$ cat config.mk
export PLATFORM = sky130hd
export DESIGN_NAME = pipeline_sequencer_flat
export DESIGN_NICKNAME = d
export VERILOG_FILES = /design/src/rtl/pipeline_sequencer_pkg.sv /design/src/rtl/pipeline_sequencer_if.sv /design/src/rtl/pipeline_sequencer_hazard_detect.sv /design/src/rtl/pipeline_sequencer.sv /design/src/flat_wrapper.sv
export SDC_FILE = /design/constraint.sdc
export NUM_CORES = 1
export LEC_CHECK = 0
export ABC_CLOCK_PERIOD_IN_PS = 4700
export CAP_MARGIN = 20
export CORE_MARGIN = 2
export CORE_UTILIZATION = 33
export DETAILED_ROUTE_END_ITERATION = 10
export PLACE_DENSITY = 0.86
export SLEW_MARGIN = 10
export SYNTH_ARGS = -nofsm -noshare
export SYNTH_HDL_FRONTEND = slang
export SYNTH_SLANG_ARGS = --single-unit
$ cat constraint.sdc
create_clock -name clk -period 4.7 [get_ports clk]
set_input_delay 0.705 -clock clk [delete_from_list [all_inputs] [get_ports clk]]
set_output_delay 0.705 -clock clk [all_outputs]
set_load 0.01 [all_outputs]
$ cat src/rtl/pipeline_sequencer_pkg.sv
// pipe_seq_pkg: shared types and default sizes for the pipeline sequencer.
//   seq_state_t      : sequencer FSM states
//   REG_AW_DEF       : default register-file address width
//   DRAIN_CYCLES_DEF : default cycles to retire execute/memory/writeback
//   CNT_W_DEF        : default performance counter width
package pipe_seq_pkg;

  localparam int REG_AW_DEF       = 4;
  localparam int DRAIN_CYCLES_DEF = 3;
  localparam int CNT_W_DEF        = 32;

  typedef enum logic [2:0] {
    IDLE   = 3'd0,
    RUN    = 3'd1,
    STEP   = 3'd2,
    DRAIN  = 3'd3,
    HALTED = 3'd4
  } seq_state_t;

endpackage

$ cat src/rtl/pipeline_sequencer_if.sv
// pipeline_sequencer_if: bundle between the sequencer and the CPU datapath.
//   Inputs to the sequencer : start, step_mode, step_req, dec_* hazard fields,
//                             ex_* execute-stage fields, wb_valid
//   Outputs of the sequencer: PC/pipeline-register controls, running/halted,
//                             cycle_count, retire_count
//   modport master : the sequencer side
//   modport slave  : the CPU / switch side
interface pipeline_sequencer_if
  import pipe_seq_pkg::*;
#(
  parameter int REG_AW = REG_AW_DEF,
  parameter int CNT_W  = CNT_W_DEF
);

  logic              start;
  logic              step_mode;
  logic              step_req;
  logic              dec_halt;
  logic [REG_AW-1:0] dec_rs1;
  logic [REG_AW-1:0] dec_rs2;
  logic              dec_use_rs1;
  logic              dec_use_rs2;
  logic              ex_is_load;
  logic [REG_AW-1:0] ex_rd;
  logic              ex_branch_taken;
  logic              wb_valid;

  logic              pc_we;
  logic              pc_sel_branch;
  logic              pc_clear;
  logic              fd_we;
  logic              fd_flush;
  logic              de_flush;
  logic              running;
  logic              halted;
  logic [CNT_W-1:0]  cycle_count;
  logic [CNT_W-1:0]  retire_count;

  modport master (
    input  start, step_mode, step_req, dec_halt, dec_rs1, dec_rs2,
           dec_use_rs1, dec_use_rs2, ex_is_load, ex_rd, ex_branch_taken, wb_valid,
    output pc_we, pc_sel_branch, pc_clear, fd_we, fd_flush, de_flush,
           running, halted, cycle_count, retire_count
  );

  modport slave (
    output start, step_mode, step_req, dec_halt, dec_rs1, dec_rs2,
           dec_use_rs1, dec_use_rs2, ex_is_load, ex_rd, ex_branch_taken, wb_valid,
    input  pc_we, pc_sel_branch, pc_clear, fd_we, fd_flush, de_flush,
           running, halted, cycle_count, retire_count
  );

endinterface

$ cat src/rtl/pipeline_sequencer_hazard_detect.sv
// hazard_detect: combinational load-use comparator.
//   ex_is_load_i, ex_rd_i        : execute-stage load and its destination
//   dec_rs1_i/dec_rs2_i          : decode-stage source registers
//   dec_use_rs1_i/dec_use_rs2_i  : which decode sources are actually read
//   load_use_o                   : decode needs a value the load has not produced yet
module hazard_detect
  import pipe_seq_pkg::*;
#(
  parameter int REG_AW = REG_AW_DEF
) (
  input  logic              ex_is_load_i,
  input  logic [REG_AW-1:0] ex_rd_i,
  input  logic [REG_AW-1:0] dec_rs1_i,
  input  logic [REG_AW-1:0] dec_rs2_i,
  input  logic              dec_use_rs1_i,
  input  logic              dec_use_rs2_i,
  output logic              load_use_o
);

  logic rs1_hit;
  logic rs2_hit;

  assign rs1_hit = dec_use_rs1_i && (dec_rs1_i == ex_rd_i);
  assign rs2_hit = dec_use_rs2_i && (dec_rs2_i == ex_rd_i);

  // r0 is hard-wired zero, so a load into it never creates a dependency.
  assign load_use_o = ex_is_load_i && (ex_rd_i != '0) && (rs1_hit || rs2_hit);

endmodule

$ cat src/rtl/pipeline_sequencer.sv
// pipeline_sequencer: run/stall/flush controller for the 5-stage CPU.
//   clk   : core clock
//   reset : asynchronous, active-low reset
//   bus   : pipeline_sequencer_if.master (run controls, hazard inputs,
//           PC / pipeline-register controls, status and counters)
// Optional feature macro: PIPE_SEQ_PERF_EN builds cycle_count/retire_count;
// without it both outputs read as 0 and no counter flops exist.
module pipeline_sequencer
  import pipe_seq_pkg::*;
#(
  parameter int REG_AW       = REG_AW_DEF,
  parameter int CNT_W        = CNT_W_DEF,
  parameter int DRAIN_CYCLES = DRAIN_CYCLES_DEF
) (
  input  logic                  clk,
  input  logic                  reset,
  pipeline_sequencer_if.master  bus
);

  localparam int DW = (DRAIN_CYCLES > 1) ? $clog2(DRAIN_CYCLES) : 1;

  seq_state_t    state_q, state_d;
  logic [DW-1:0] drain_q, drain_d;
  logic          start_q;
  logic          armed_q;
  logic          start_rise;
  logic          load_use;
  logic          adv;
  logic          halt_go;
  logic          count_cycle;
  logic          restart;

  hazard_detect #(.REG_AW(REG_AW)) u_hazard (
    .ex_is_load_i  (bus.ex_is_load),
    .ex_rd_i       (bus.ex_rd),
    .dec_rs1_i     (bus.dec_rs1),
    .dec_rs2_i     (bus.dec_rs2),
    .dec_use_rs1_i (bus.dec_use_rs1),
    .dec_use_rs2_i (bus.dec_use_rs2),
    .load_use_o    (load_use)
  );

  // armed_q blocks a false edge when the start switch is already high as
  // reset releases: the switch must be seen low before a rise counts.
  assign start_rise = bus.start && !start_q && armed_q;

  always_ff @(posedge clk or negedge reset) begin
    if (!reset) begin
      state_q <= IDLE;
      drain_q <= '0;
      start_q <= 1'b0;
      armed_q <= 1'b0;
    end else begin
      state_q <= state_d;
      drain_q <= drain_d;
      start_q <= bus.start;
      armed_q <= armed_q || !bus.start;
    end
  end

  always_comb begin
    state_d           = state_q;
    drain_d           = drain_q;
    bus.pc_we         = 1'b0;
    bus.pc_sel_branch = 1'b0;
    bus.pc_clear      = 1'b0;
    bus.fd_we         = 1'b0;
    bus.fd_flush      = 1'b0;
    bus.de_flush      = 1'b0;
    adv               = 1'b0;
    halt_go           = 1'b0;
    count_cycle       = 1'b0;
    restart           = 1'b0;
    case (state_q)
      IDLE: begin
        if (start_rise) state_d = bus.step_mode ? STEP : RUN;
      end
      RUN, STEP: begin
        adv = (state_q == RUN) || bus.step_req;
        if (adv) begin
          count_cycle = 1'b1;
          if (bus.ex_branch_taken) begin
            // Decode and fetch hold wrong-path instructions; squash both.
            bus.pc_we         = 1'b1;
            bus.pc_sel_branch = 1'b1;
            bus.fd_flush      = 1'b1;
            bus.de_flush      = 1'b1;
          end else if (load_use) begin
            bus.de_flush = 1'b1;
          end else if (bus.dec_halt) begin
            bus.de_flush = 1'b1;
            halt_go      = 1'b1;
          end else begin
            bus.pc_we = 1'b1;
            bus.fd_we = 1'b1;
          end
        end
        if (halt_go) begin
          state_d = DRAIN;
          drain_d = DW'(DRAIN_CYCLES - 1);
        end else begin
          state_d = bus.step_mode ? STEP : RUN;
        end
      end
      DRAIN: begin
        bus.de_flush = 1'b1;
        count_cycle  = 1'b1;
        if (drain_q == '0) state_d = HALTED;
        else               drain_d = drain_q - DW'(1);
      end
      HALTED: begin
        if (start_rise) begin
          bus.pc_clear = 1'b1;
          bus.fd_flush = 1'b1;
          restart      = 1'b1;
          state_d      = RUN;
        end
      end
      default: state_d = IDLE;
    endcase
  end

  assign bus.running = (state_q == RUN) || (state_q == STEP);
  assign bus.halted  = (state_q == HALTED);

`ifdef PIPE_SEQ_PERF_EN
  logic [CNT_W-1:0] cyc_q, cyc_d;
  logic [CNT_W-1:0] ret_q, ret_d;

  always_comb begin
    cyc_d = cyc_q;
    ret_d = ret_q;
    if (restart) begin
      cyc_d = '0;
      ret_d = '0;
    end else begin
      if (count_cycle)                         cyc_d = cyc_q + CNT_W'(1);
      if (bus.wb_valid && (state_q != IDLE))   ret_d = ret_q + CNT_W'(1);
    end
  end

  always_ff @(posedge clk or negedge reset) begin
    if (!reset) begin
      cyc_q <= '0;
      ret_q <= '0;
    end else begin
      cyc_q <= cyc_d;
      ret_q <= ret_d;
    end
  end

  assign bus.cycle_count  = cyc_q;
  assign bus.retire_count = ret_q;
`else
  assign bus.cycle_count  = {CNT_W{1'b0}};
  assign bus.retire_count = {CNT_W{1'b0}};
  logic unused_perf;
  assign unused_perf = ^{count_cycle, restart, bus.wb_valid};
`endif

endmodule

$ cat src/flat_wrapper.sv
// flat-port wrapper written by rule: the top's interface ports become plain ports
module pipeline_sequencer_flat import pipe_seq_pkg::*;
#(
  parameter int REG_AW       = REG_AW_DEF,
  parameter int CNT_W        = CNT_W_DEF,
  parameter int DRAIN_CYCLES = DRAIN_CYCLES_DEF
)
  (clk, reset, bus_start, bus_step_mode, bus_step_req, bus_dec_halt, bus_dec_rs1, bus_dec_rs2, bus_dec_use_rs1, bus_dec_use_rs2, bus_ex_is_load, bus_ex_rd, bus_ex_branch_taken, bus_wb_valid, bus_pc_we, bus_pc_sel_branch, bus_pc_clear, bus_fd_we, bus_fd_flush, bus_de_flush, bus_running, bus_halted, bus_cycle_count, bus_retire_count);
  pipeline_sequencer_if #(.REG_AW(REG_AW), .CNT_W(CNT_W)) bus_i ();
  input  logic clk;
  input  logic reset;
  input wire logic [$bits(bus_i.start)-1:0] bus_start;
  input wire logic [$bits(bus_i.step_mode)-1:0] bus_step_mode;
  input wire logic [$bits(bus_i.step_req)-1:0] bus_step_req;
  input wire logic [$bits(bus_i.dec_halt)-1:0] bus_dec_halt;
  input wire logic [$bits(bus_i.dec_rs1)-1:0] bus_dec_rs1;
  input wire logic [$bits(bus_i.dec_rs2)-1:0] bus_dec_rs2;
  input wire logic [$bits(bus_i.dec_use_rs1)-1:0] bus_dec_use_rs1;
  input wire logic [$bits(bus_i.dec_use_rs2)-1:0] bus_dec_use_rs2;
  input wire logic [$bits(bus_i.ex_is_load)-1:0] bus_ex_is_load;
  input wire logic [$bits(bus_i.ex_rd)-1:0] bus_ex_rd;
  input wire logic [$bits(bus_i.ex_branch_taken)-1:0] bus_ex_branch_taken;
  input wire logic [$bits(bus_i.wb_valid)-1:0] bus_wb_valid;
  output wire logic [$bits(bus_i.pc_we)-1:0] bus_pc_we;
  output wire logic [$bits(bus_i.pc_sel_branch)-1:0] bus_pc_sel_branch;
  output wire logic [$bits(bus_i.pc_clear)-1:0] bus_pc_clear;
  output wire logic [$bits(bus_i.fd_we)-1:0] bus_fd_we;
  output wire logic [$bits(bus_i.fd_flush)-1:0] bus_fd_flush;
  output wire logic [$bits(bus_i.de_flush)-1:0] bus_de_flush;
  output wire logic [$bits(bus_i.running)-1:0] bus_running;
  output wire logic [$bits(bus_i.halted)-1:0] bus_halted;
  output wire logic [$bits(bus_i.cycle_count)-1:0] bus_cycle_count;
  output wire logic [$bits(bus_i.retire_count)-1:0] bus_retire_count;
  assign bus_i.start = bus_start;
  assign bus_i.step_mode = bus_step_mode;
  assign bus_i.step_req = bus_step_req;
  assign bus_i.dec_halt = bus_dec_halt;
  assign bus_i.dec_rs1 = bus_dec_rs1;
  assign bus_i.dec_rs2 = bus_dec_rs2;
  assign bus_i.dec_use_rs1 = bus_dec_use_rs1;
  assign bus_i.dec_use_rs2 = bus_dec_use_rs2;
  assign bus_i.ex_is_load = bus_ex_is_load;
  assign bus_i.ex_rd = bus_ex_rd;
  assign bus_i.ex_branch_taken = bus_ex_branch_taken;
  assign bus_i.wb_valid = bus_wb_valid;
  assign bus_pc_we = bus_i.pc_we;
  assign bus_pc_sel_branch = bus_i.pc_sel_branch;
  assign bus_pc_clear = bus_i.pc_clear;
  assign bus_fd_we = bus_i.fd_we;
  assign bus_fd_flush = bus_i.fd_flush;
  assign bus_de_flush = bus_i.de_flush;
  assign bus_running = bus_i.running;
  assign bus_halted = bus_i.halted;
  assign bus_cycle_count = bus_i.cycle_count;
  assign bus_retire_count = bus_i.retire_count;
  pipeline_sequencer #(.REG_AW(REG_AW), .CNT_W(CNT_W), .DRAIN_CYCLES(DRAIN_CYCLES)) u_core (.clk(clk), .reset(reset), .bus(bus_i));
endmodule
==> out/results.tsv, run 1 <==
metric	value	unit
outcome	complete, no violations	
post-route ant nets	0	
CP dominant cell by count	clkdlybuf4s50_1	
Final TNS setup	0	ns
P&R area growth vs syn	11.45	%
startpoint types	input pin	
relative slew slack	0.4993	
R2R Setup Slk	2.96	ns
Avg WL per Cell	7.369	um
Worst Hold Slack	0.4709	ns
first-pass GRT wire length	2283	um
count leader, synth	buf_4	
Tmin final	3.548	ns
critical path type	in2out	
total clock sinks	7	
number of synthesized flops with an enable pin	0	
endpoint class of the critical path	primary output	
synth top area cells	buf_4 (46%), dfrtp_1 (17%), xor2_1 (5.1%)	
Hold Violations, Final	0	
initial core utilization	0.3430	
WP data arrival	2.84	ns
Synth Instances	132	
IO Pins	95	
# rows	20	
post_cts resized	0	
Overall Global Routing Usage	0.08696	
H-tree depth	1	
critical path, cell by cell	clkdlybuf4s50_1, o41a_1, nand3_1, nor4_1, nor3_1, and3b_1, clkdlybuf4s50_1	
CTS Hold Bufs	0	
clk_lat worst skew	0.25	ns
WL met1	483	um
FILL cells	322	
largest net degree at the start of global routing	10	
Num CTS Buffers	3	
Post-Syn Area per Cell	7.867	um^2
antenna violations before repair	0	
largest stage delay on the critical path	0.53	ns
crit-path leading delay family	buffers and inverters	
# nets final	187	
Antenna Cells	0	
Cell Pwr Density	350.2	mW/mm^2
clk buf depth	2	
die area	0.003611	mm^2
Remaining Overflow, GRT	0	
HP Class	reg2reg	
Die Y	60.10	um
Main synth FF type	dfrtp_1	
final count of pins violating max slew	0	
max_cap viols	0	
dpl hpwl	1381	um
clock-pin slew on the worst setup and hold paths	0.05	ns
asr flop ratio synth	1.000	
initial DRC count	3	
f_max	281.8	MHz
Yosys cell types	29	
Crit Path Max Fanout	3	
LEAKAGE	0.5732	nW
DRT Wirelength	1518	um
router iterations before antenna repair	3	
Buf/Inv on CP	2	
Met2 Wirelength	840	um
Synth top area share	0.4627	
layout cells sized above 1	0.04938	
YS warnings	0	
post-CTS setup buffer count	0	
Core Region	0.003028	mm^2
worst slew pin tran	0.7453	ns
FF+latch count, synth	7	
WP data required	3.99	ns
Die Width	60.10	um
placer's final routability congestion estimate	0.8166	
Setup Skew	0.0005618	ns
number of global-route vias before repair	565	
Vias	724	
register area share after synthesis	0.1687	
met3 wire len	166	um
Worst IR Drop VDD	113.9	uV
Final setup viols	0	
Residual DRC	0	
slowest CP cell	clkdlybuf4s50_1	
CTS tree	done	
period utilization	0.7550	
via/cell ratio	3.515	
commonest cells in the synthesized netlist	buf_4 (64), nor2_1 (8), a21oi_1 (7), dfrtp_1 (7), xor2_1 (6)	
RSZ-0062 raised after global routing	no	
largest area contributor in the netlist	buf_4	
Root Buffer	clkbuf_4	
Cell Area, Synth	0.001038	mm^2
top sig layer	met4	
PortBufs	29	
## report_power, final
part | switching (mW) | total (mW) | internal [mW]
Sequential | 0.0260 | 0.105 | 0.0795
Clock | 0.0210 | 0.0533 | 0.0323
Combinational | 0.120 | 0.246 | 0.126
Total | 0.167 | 0.405 | 0.238
## area by class of cell
type	instances	area, um^2	area share
repair buffers	29	290.3	0.2508
multi-input cells	119	599.3	0.5178
inverters	3	11.26	0.009730
flip-flops and latches	7	175.2	0.1514
clock buffers	4	26.28	0.02270
well taps	44	55.05	0.04757
## cells in the final DEF (no fill, tap or decap)
cell type	n
a21oi_1	7
a22o_1	1
a22oi_2	1
and2_1	1
and3b_1	1
clkbuf_1	1
clkbuf_4	3
clkdlybuf4s50_1	29
conb_1	64
dfrtp_1	7
ha_1	1
inv_1	3
mux2_2	1
nand2_1	5
nand2b_1	2
nand2b_4	1
nand3_1	2
nand3b_1	3
nor2_1	8
nor3_1	5
nor4_1	2
o21a_1	1
o21ai_0	1
o31ai_1	1
o41a_1	1
or2_2	1
or3_4	1
xnor2_1	2
xor2_1	6
## flip-flops by register name (all words and copies together), names as in the netlist
register	flops
u_core.state_q	3
u_core.drain_q	2
u_core.armed_q	1
u_core.start_q	1
## layer usage
metal | track usage | up-vias
met5 | 0 | -
met3 | 0.01948 | 2
li1 | - | 363
met1 | 0.08961 | 312
met2 | 0.1460 | 47
met4 | 0.07619 | 0
## path summary, 6_finish.rpt
path / from / endpoint / cells after the start
min in group asynchronous: reset / u_core.state_q[0] / 1
max in group asynchronous: reset / u_core.state_q[2] / 1
hold reg to reg: u_core.armed_q / u_core.armed_q / 1
setup / recovery: bus_ex_rd[1] / bus_fd_we / 7
hold / removal: u_core.armed_q / u_core.armed_q / 1
setup reg to reg: u_core.state_q[0] / u_core.drain_q[1] / 5
## cell families (layout without fill, tap and decap cells)
group | count (synthesis) | in the layout | synth area share
AOI/OAI and AO/OA | 13 | 13 | 0.08433
xor gates and xnor gates | 8 | 8 | 0.06747
adders and majority gates | 1 | 1 | 0.01205
buffers and inverters | 69 | 36 | 0.4819
DFF | 7 | 7 | 0.1687
muxes | 1 | 1 | 0.01084
other | 1 | 64 | 0.003611
and+or+nand+nor | 32 | 32 | 0.1711
## per-stage QoR
stage	power, mW	std cells	utilization	setup WS [ns]	instance area (um^2)
after global routing	0.4506	206	0.3822	0.9944	1157
after CTS	0.4122	206	0.3822	1.138	1157
after detailed placement	0.3565	202	0.3736	1.138	1131
final	0.4053	206	0.3822	1.152	1157
after global placement	0.3496	202	0.3736	1.158	1131
after floorplan	0.3023	195	-	2.250	1275
Power figures use the tool's default switching activity.
==> run 2, diff against run 1 <==
ABC_CLOCK_PERIOD_IN_PS = 3600   (was 4700)
CORE_UTILIZATION = 31   (was 33)
PLACE_DENSITY = 0.81   (was 0.86)
clock period = 3.6 ns   (was 4.7 ns; I/O delays follow)
==> out/results.tsv, run 2 (synthesis results as in run 1) <==
metric	value	unit	change
Final TNS setup	0	ns	unchanged
PortBufs	29		unchanged
post_cts resized	0		unchanged
max_cap viols	0		unchanged
worst hold stages	1		unchanged
clock-pin slew on the worst setup and hold paths	0.06	ns	was 0.05 ns
Core Region	0.003284	mm^2	was 0.003028 mm^2
pre-CTS setup slack	0.3708	ns	was 1.138 ns
largest stage delay on the critical path	0.53	ns	about the same
worst slew pin tran	0.7592	ns	was 0.7453 ns
Worst IR Drop VDD	88.32	uV	was 113.9 uV
H-tree depth	1		unchanged
placer's final routability congestion estimate	0.6576		was 0.8166
HP Class	reg2reg		unchanged
endpoint class of the critical path	primary output		unchanged
startpoint types	input pin		unchanged
Die Y	61.88	um	was 60.10 um
max FFs per register	3		unchanged
initial DRC count	4		was 3
IO Pins	95		unchanged
Util after Layout	0.3535		was 0.3822
Final setup viols	0		unchanged
Root Buffer	clkbuf_4		unchanged
Die Width	61.88	um	was 60.10 um
outcome	complete, no violations		unchanged
reg2reg path depth	5		unchanged
Antenna Cells	0		unchanged
Residual DRC	0		unchanged
Setup Skew	0.008838	ns	was 0.0005618 ns
post-CTS setup buffer count	0		unchanged
top flop regs	u_core.state_q: 3 flops, u_core.drain_q: 2 flops		unchanged
CTS tree	done		unchanged
total clock sinks	7		unchanged
router iterations before antenna repair	4		was 3
Post-Layout Inst Area	0.001161	mm^2	was 0.001157 mm^2
# nets final	187		unchanged
Crit Path Max Fanout	3		unchanged
Remaining Overflow, GRT	0		unchanged
CP dominant cell by count	clkdlybuf4s50_1		unchanged
RSZ-0062 raised after global routing	no		unchanged
slowest CP cell	clkdlybuf4s50_1		unchanged
Hold Violations, Final	0		unchanged
antenna violations before repair	0		unchanged
period utilization	0.8983		
critical path type	in2out		unchanged
dpl hpwl	1356	um	was 1381 um
relative slew slack	0.4900		was 0.4993
Placed Instance Area	0.001134	mm^2	was 0.001131 mm^2
via/cell ratio	3.500		was 3.515
f_max	309.2	MHz	
dpl cells	204		was 202
P&R area growth vs syn	11.81	%	was 11.45%
WP data arrival	2.69	ns	was 2.84 ns
critical path, cell by cell	clkdlybuf4s50_1, o41a_1, nand3_1, nor4_1, nor3_1, and3b_1, clkdlybuf4s50_1		unchanged
LEAKAGE	0.5760	nW	was 0.5732 nW
Overall Global Routing Usage	0.07985		was 0.08696
Num CTS Buffers	3		unchanged
CTS Hold Bufs	0		unchanged
final count of pins violating max slew	0		unchanged
WP data required	3.06	ns	was 3.99 ns
Cell Pwr Density	461.7	mW/mm^2	was 350.2 mW/mm^2
initial core utilization	0.3162		was 0.3430
most common cell after layout, fill and taps aside	conb_1		unchanged
most frequent cells in the layout	conb_1 (64), clkdlybuf4s50_1 (29), nor2_1 (8)		unchanged
final instance count without filler cells	208		was 206
layout cells sized above 1	0.05556		was 0.04938
DRT Wirelength	1507	um	was 1518 um
Vias	728		was 724
worst setup margin	0.3661	ns	was 1.152 ns
clk_lat worst skew	0.25	ns	about the same
post-route ant nets	0		unchanged
number of global-route vias before repair	538		was 565
die area	0.003829	mm^2	was 0.003611 mm^2
# rows	21		was 20
largest net degree at the start of global routing	10		unchanged
Avg WL per Cell	7.245	um	was 7.369 um
R2R Setup Slk	1.82	ns	was 2.96 ns
first-pass GRT wire length	2180	um	was 2283 um
Tmin final	3.234	ns	
clk buf depth	2		unchanged
Largest Register	u_core.state_q		unchanged
-- run 2: metrics by stage --
stage / hold slack, ns / total power, mW
global route: 0.4904 / 0.5829
global placement: 0.4496 / 0.4572
floorplan: 0.2444 / 0.3946
CTS: 0.4708 / 0.5407
finish: 0.4660 / 0.5361
detailed placement: 0.4528 / 0.4670
-- run 2: layer usage --
layer,global-route usage,vias up,part of all wire
met3,0.01449,2,0.12
met1,0.07925,313,0.33
met4,0.07295,0,0.018
met2,0.1398,51,0.52
li1,-,362,-
met5,0,-,0
-- run 2: power by group --
group	switching [mW]	total, mW	internal [mW]
sequential	0.0350	0.139	0.104
clock	0.0302	0.0709	0.0406
combinational	0.161	0.326	0.165
-- run 2: path summary, 6_finish.rpt --
| check | startpoint | to |
|---|---|---|
| min in group asynchronous | reset | u_core.armed_q |
| max in group asynchronous | reset | u_core.state_q[2] |
| worst min register to register | u_core.armed_q | u_core.armed_q |
| worst max-delay path | bus_ex_rd[1] | bus_fd_we |
| worst min-delay path | u_core.armed_q | u_core.armed_q |
| worst max register to register | u_core.state_q[0] | u_core.drain_q[1] |
-- run 2: cell type report --
type | count | area [um^2]
flip-flops and latches | 7 | 175.2
fillers | 366 | 2123
clock buffers | 3 | 22.52
clock inverters | 1 | 5.005
inverters | 3 | 11.26
repair buffers | 29 | 290.3
multi-input cells | 119 | 599.3
well taps | 46 | 57.56
-- run 2: critical path, delay by kind of cell --
kind            cells  cell delay [ns]
buf+inv             2             1.00
simple gates        4             0.70
compound gates      1             0.46
